`config.mk`:
```
export PLATFORM = sky130hd
export DESIGN_NAME = seg7_count_display
export DESIGN_NICKNAME = d
export VERILOG_FILES = /design/src/rtl/seg7_count_display.sv
export SDC_FILE = /design/constraint.sdc
export NUM_CORES = 1
export LEC_CHECK = 0
export CAP_MARGIN = 10
export CORE_ASPECT_RATIO = 0.5
export CORE_MARGIN = 2
export CORE_UTILIZATION = 30
export CTS_BUF_LIST = sky130_fd_sc_hd__clkbuf_4
export CTS_CLUSTER_DIAMETER = 40
export DETAILED_ROUTE_END_ITERATION = 8
export SYNTH_ARGS = -nofsm -noshare
export SYNTH_HDL_FRONTEND = slang
export SYNTH_SLANG_ARGS = --single-unit
```
`constraint.sdc`:
```
create_clock -name clk -period 5.02 [get_ports clk]
set_input_delay 1.004 -clock clk [delete_from_list [all_inputs] [get_ports clk]]
set_output_delay 1.004 -clock clk [all_outputs]
set_load 0.01 [all_outputs]
```
`src/rtl/seg7_count_display.sv`:
```
// -----------------------------------------------------------------------------
// seg7_count_display
//
// Display stage for a free-running 4-bit counter. It drives a 4-digit,
// common-anode, time-multiplexed 7-segment display:
//   digit 0 : ones digit of the value in decimal
//   digit 1 : tens digit in decimal ("1", or blank when the value is below 10)
//   digit 2 : always blank
//   digit 3 : the value as a single hex character
//
// The counter value is captured into a shadow register once per scan frame, at
// frame start, so all four digits of a frame show the same value and the
// display never tears.
//
// Ports:
//   clk      in   1  system clock, shared with the counter
//   rst_n    in   1  synchronous, active-low reset
//   q_in     in   4  counter value, synchronous to clk
//   ssd      out  8  segment drive {a,b,c,d,e,f,g,dp}, active-low
//   ssd_ctl  out  4  digit enables, active-low, bit 0 = rightmost digit
//
// Parameter:
//   DIGIT_CYCLES  clock cycles each digit stays lit (2 or more)
// -----------------------------------------------------------------------------
module seg7_count_display #(
    parameter int DIGIT_CYCLES = 25000
) (
    input  logic       clk,
    input  logic       rst_n,
    input  logic [3:0] q_in,
    output logic [7:0] ssd,
    output logic [3:0] ssd_ctl
);

    localparam int CW = (DIGIT_CYCLES > 2) ? $clog2(DIGIT_CYCLES) : 1;
    localparam logic [CW-1:0] SCAN_LAST = CW'(DIGIT_CYCLES - 1);

    localparam logic [7:0] GLYPH_BLANK = 8'hFF;
    localparam logic [7:0] GLYPH_ONE   = 8'h9F;

    logic [CW-1:0] scan_cnt_q, scan_cnt_d;
    logic [1:0]    dig_q,      dig_d;
    logic [3:0]    val_q,      val_d;
    logic [7:0]    ssd_q,      ssd_d;
    logic [3:0]    ssd_ctl_q,  ssd_ctl_d;

    logic          scan_wrap;
    logic          frame_start;
    logic          val_ge_10;
    logic [3:0]    ones;

    // Hex glyphs, active-low, dp off.
    function automatic logic [7:0] hex_glyph(input logic [3:0] v);
        logic [7:0] g;
        case (v)
            4'h0:    g = 8'h03;
            4'h1:    g = 8'h9F;
            4'h2:    g = 8'h25;
            4'h3:    g = 8'h0D;
            4'h4:    g = 8'h99;
            4'h5:    g = 8'h49;
            4'h6:    g = 8'h41;
            4'h7:    g = 8'h1F;
            4'h8:    g = 8'h01;
            4'h9:    g = 8'h09;
            4'hA:    g = 8'h11;
            4'hB:    g = 8'hC1;
            4'hC:    g = 8'h63;
            4'hD:    g = 8'h85;
            4'hE:    g = 8'h61;
            default: g = 8'h71;
        endcase
        return g;
    endfunction

    always_comb begin
        scan_cnt_d  = scan_cnt_q;
        dig_d       = dig_q;
        val_d       = val_q;
        ssd_d       = GLYPH_BLANK;
        ssd_ctl_d   = 4'b1111;

        scan_wrap   = (scan_cnt_q == SCAN_LAST);
        frame_start = (scan_cnt_q == '0) && (dig_q == 2'd0);

        if (scan_wrap) begin
            scan_cnt_d = '0;
            dig_d      = dig_q + 2'd1;
        end else begin
            scan_cnt_d = scan_cnt_q + 1'b1;
        end

        if (frame_start) begin
            val_d = q_in;
        end

        // The value range is 0..15, so the decimal split is a single
        // compare-and-subtract rather than a divider.
        val_ge_10 = (val_d >= 4'd10);
        ones      = val_ge_10 ? (val_d - 4'd10) : val_d;

        // Segment data is built from val_d, not val_q, so the value captured
        // at frame start is already on the first digit-0 cycle of that frame.
        case (dig_q)
            2'd0: begin
                ssd_d     = hex_glyph(ones);
                ssd_ctl_d = 4'b1110;
            end
            2'd1: begin
                ssd_d     = val_ge_10 ? GLYPH_ONE : GLYPH_BLANK;
                ssd_ctl_d = 4'b1101;
            end
            2'd2: begin
                ssd_d     = GLYPH_BLANK;
                ssd_ctl_d = 4'b1011;
            end
            default: begin
                ssd_d     = hex_glyph(val_d);
                ssd_ctl_d = 4'b0111;
            end
        endcase
    end

    always_ff @(posedge clk) begin
        if (!rst_n) begin
            scan_cnt_q <= '0;
            dig_q      <= 2'd0;
            val_q      <= 4'd0;
            ssd_q      <= GLYPH_BLANK;
            ssd_ctl_q  <= 4'b1111;
        end else begin
            scan_cnt_q <= scan_cnt_d;
            dig_q      <= dig_d;
            val_q      <= val_d;
            ssd_q      <= ssd_d;
            ssd_ctl_q  <= ssd_ctl_d;
        end
    end

    assign ssd     = ssd_q;
    assign ssd_ctl = ssd_ctl_q;

endmodule

```
Word level (Yosys, flattened, before mapping)
Memories as Yosys holds them, arrays and structs flattened. Index checks and enable logic that the tools add are counted.

Latch bits: 0. Bits in registers: 33. ROM bits: 224. Bits in writable memories: 0. Memories: 2. Word-level logic and storage cells: 24.

Memory list: (name not given) (words 16, bits a word 7, read ports 1, clocked after memory_dff 0, write ports 0, line 55) `case (v)`; (name not given) (words 16, bits a word 7, read ports 1, clocked after memory_dff 0, write ports 0, line 55).

Equality and inequality tests: 3. Divide/modulo/power cells: 0. Shift-type cells: 0. $add $sub $neg: 3. Reduce and logical (&&, ||, !) cells: 4. Multiply operators: 0. Order comparisons: 1. Bitwise logic cells: 1. Muxes and demuxes: 5.

Operator list (count): one-hot mux 8 bit (3 select lines) (1); adder 15 x 1 -> 15 bit, second input constant (1); equality test 15 bit, second input constant (1); zero test 15 bit (1); one-hot mux 4 bit (3 select lines) (1); two-way mux 4 bit (2); two-way mux 7 bit (1); greater-or-equal comparator 4 bit, second input constant (1); subtractor 4 bit, second input constant (1); adder 2 x 1 -> 2 bit, second input constant (1); equality test 2 x 1 -> 1 bit, second input constant (1); equality test 2 bit, second input constant (1); zero test 2 bit (1); OR reduction 2 bit (1); logical AND 1 bit (1); inverter 1 bit (1).

Longest topological paths before layout
An unclocked memory read counts as a cell.

Depth after elaboration: 7. Depth in mapped cells: 23. Mapped depth without buffers: 20.

Worst setup path after synthesis
Ideal clock, no wire load.

Kind: register to register. Start: register dig_q[0]. End: register ssd_q[4] (netlist: ssd[4]). Stages on the path, launching flop included: 22. Arrival: 3821 ps. Library setup time: 120 ps. Path slack: 1080 ps. Period minus slack after synthesis: 3940 ps. Path buffers: 3. Data required time: 4900 ps. Cell sequence: dfxtp_1 > inv_1 > ha_1 > buf_2 > and4bb_1 > nand4_2 > buf_6 > inv_1 > nor2_1 > a21oi_1 > inv_1 > ha_1 > clkbuf_1 > inv_1 > a21oi_1 > or3_1 > o31a_1 > ha_1 > and3_1 > a211oi_1 > a311oi_1 > a211o_1.

Word-level cells in the longest chain between the ends: 7. Elaborated cells between the ends (all ways): 11. Classes of those cells: add/sub: 1; order compare: 1; eq/ne: 2; mux: 3; reduce/logical: 2; memory: 2.

Ends and longest elaborated chain: from (decl) (line 42) `logic [1:0] dig_q, dig_d;`; from (signal assigned) (line 133) `dig_q <= dig_d;`; zero test 2 bit * (line 84) `frame_start = (scan_cnt_q == '0) && (dig_q == 2'd0);`; logical AND 1 bit * (line 84); two-way mux 4 bit * (line 93) `if (frame_start) begin`; named net val_d[1] (line 43) `logic [3:0] val_q, val_d;`; subtractor 4 bit or greater-or-equal comparator 4 bit (tied branches) (line 100, 99); two-way mux 4 bit (line 100) `ones = val_ge_10 ? (val_d - 4'd10) : val_d;`; memory read (16 x 7 bit); one-hot mux 8 bit (3 select lines) * (line 104) `case (dig_q)`; to (signal assigned) (line 135) `ssd_q <= ssd_d;`; to (decl) (line 44) `logic [7:0] ssd_q, ssd_d;`.

Mark *: on every way through the listed nets, which the timed path passes. The rest lies on a longest branch. A chain may end at the register's enable or synchronous reset.

Worst setup path after layout
Start: register dig_q[0]. End: register ssd_q[3] (netlist: ssd[3]).

Same word-level chain as after synthesis.

==> out/results.txt <==
Drt initial violations = 251
Share of the synthesized area in the top cell type = 28.9%
Final Setup Violations = 0
Remaining DRCs = 0
Vias = 1917
Final critical-path share of the clock period = 86.8%
Final worst slack = 664 ps
DP HPWL = 3.85 mm
CTS tree = built
Congestion Overflow GR = 0
Critical path capture point type = flop
Worst-Skew Late Latency = 330 ps
FF+latch count, synth = 32
Place WS = 685 ps
Worst-case clock buffer depth = 2
Final WL = 5.17 mm
Die area = 0.00812 mm²
Site Rows = 22
Mean Syn Cell Area = 8.38 µm²
Setup TNS = 0 ps
Largest net degree at the start of global routing = 29
Setup repair after global routing missed its margin = no
Clock Skew = 8.94 ps
Top-count cell post-synth = dfxtp_1
Pwr Density = 261 mW/mm²
Post CTS Setup Buffer Count = 0
Top post-synthesis cells by count = dfxtp_1 (32), nor2_1 (27), nand2_1 (26)
Hold_ws = 478 ps
Worst Tran Pin Value = 647 ps
Port bufs = 16
Core ar. = 0.00724 mm²
Leakage power = 0.965 nW
Clock-pin transition on the worst setup and hold timing paths = 100 ps
Sequential fraction of the synthesis area = 28.9%
Post-Syn Instances = 264
WP data arrival = 4610 ps
Post-synth ARST share = 0%
Status = finished, final reports clean
Worst endpoint required time = 5280 ps
Hold path cells = 1
Placer Congestion = 0.902
I/O Pins = 18
Worst R2R Path Depth = 20
Number of nets in the layout = 302
DR vias/cell = 5.15
Post-synth design cell area = 0.00221 mm²
H-tree depth = 2
Hold_sp = scan_cnt_q[0]
Critical path class = reg2reg
First-pass GRT wire length = 8.60 mm
Max-cap violation count = 0
Post-CTS sizing = 0
Multi-input logic area = 0.00145 mm²
CP max FO = 11
FF-to-FF End = ssd[3]
YS warnings = 0
IR drop worst, VDD = 0.0662 mV
Total GRT Usage = 13.1%
DRT Pass-1 Iters = 5
Number of antenna diodes = 0
Layout cells sized above 1 = 8.33%
Area leader, netlist = dfxtp_1
DR WL/cell = 13.9 µm
Slew headroom = 56.5%
Flop2flop setup slack = 660 ps
Cts hold-fix bufs = 0
Initial antenna violation count = 0
Final hold viol count = 0
Post-synth EDFFs = 0
Setup crit start kind = flop
Min-Delay Endpoint = scan_cnt_q[0]
Final std cells w/o fill = 372
Clock sinks = 32
Fill count = 731
Post-placement cell count = 365
Syn-to-layout area delta = 12.6%
Syn Nets = 290
Reg2reg start = dig_q[0]
Leading post-synthesis cells by cell area = dfxtp_1 (29%), ha_1 (11%), nor2_1 (4.6%)
Width of the die = 125 µm
Yosys cell types = 52
Die height = 64.7 µm
Crit path time final = 4360 ps
Final ANT Viol Nets = 0
Main synth FF type = dfxtp_1
Pins Over Slew Limit = 0
Initial core utilization = 30.6%
Total power = 650 µW
Register Area = 641 µm²
Max Clock Freq = 230 MHz
Min-delay worst type = reg2reg
Vias in the first global route = 1769
Clk root buf = clkbuf_4
Total CTS buffers = 5
-- cells in the final DEF, fill, tap and decap left out, types with 2 or more instances in the layout --
cell              n
nor3_1            7
o31ai_1           2
a221o_1           2
dfxtp_1          32
a21oi_1          12
a221oi_1          3
nor2_1           27
a31oi_1           5
mux2_4            2
nand2_1          26
a311oi_1          3
clkbuf_4          6
a211oi_1          3
nor3b_1           3
o21ai_0           7
and2_1            4
or3_1             2
ha_1             20
buf_4             3
o311ai_0          2
nand2b_1          5
or2_2             2
nor4_1            2
nand3_1           9
a22o_1            2
xor2_1            9
and3_1            3
nor2b_1           7
xnor2_1           7
inv_1            14
mux2i_4           2
clkdlybuf4s50_1  16
mux2i_1           5
o211ai_1          3
mux2_2            3
-- worst max-delay path, stage by stage (launching register included) --
cell and delay [ps]:
dfxtp_1 350, inv_1 150, ha_1 400, and4bb_1 260, nand4_2 150, inv_1 190
nor2_1 60, a21oi_1 340, inv_1 120, ha_1 360, inv_1 160, a21oi_1 80
or3_1 380, o31ai_1 160, ha_1 380, nand2b_1 100, nor3_1 150, a221oi_1 80
mux2i_1 170, a211oi_1 100, a21oi_1 140
-- sequential cells by signal, indices dropped and copies added, names as in the netlist --
| signal | cells |
|---|---|
| dig_q | 2 |
| scan_cnt_q | 15 |
| ssd | 7 |
| ssd_ctl | 4 |
| val_q | 4 |
-- kinds of logic after synthesis --
kind of cell	after synthesis	share of synthesized area [%]
AOI/OAI and AO/OA	51	16.1
and+or+nand+nor	104	24.3
xor gates and xnor gates	16	6.33
buffers and inverters	28	5.71
DFF	32	28.9
muxes	12	7.18
other	1	0.169
adders and majority gates	20	11.3
-- cell type report --
cell class | instances | share of cell area (%)
Tap cell | 96 | 4.82
Inverter | 14 | 2.11
Clock inverter | 1 | 0.201
Clock buffer | 6 | 1.81
Multi-Input combinational cell | 204 | 58.0
Timing Repair Buffer | 19 | 7.33
Sequential cell | 32 | 25.7
-- stage by stage --
step | utilization, % | area (µm²)
2_1_floorplan | - | 2210
3_3_place_gp | 33.7 | 2440
3_5_place_dp | 33.7 | 2440
4_1_cts | 34.4 | 2490
5_1_grt | 34.4 | 2490
6_report | 34.4 | 2490
-- worst max path at each step --
stage          startpoint  cells after the start     end  slack, ps
5_1_grt          dig_q[0]                     19  ssd[3]        220
3_3_place_gp     dig_q[0]                     19  ssd[3]        850
2_1_floorplan    dig_q[0]                     21  ssd[4]       1080
6_report         dig_q[0]                     20  ssd[3]        660
3_5_place_dp      q_in[1]                     15  ssd[3]        680
4_1_cts          dig_q[0]                     19  ssd[3]        690
-- routing by layer --
layer  up-vias  wire (µm)  global-route usage [%]
li1        940          -                       -
met1       898       2390                    17.0
met2        74       2420                    22.8
met3         5        310                    2.39
met4         0         49                    3.33
met5         -          0                       0
-- power by group --
part           total, mW  switching, mW  internal, mW
clock network      0.141         0.0839        0.0569
logic              0.227          0.124         0.102
registers          0.282         0.0130         0.269
total              0.650          0.221         0.428
(Power assumes the default switching activity.)
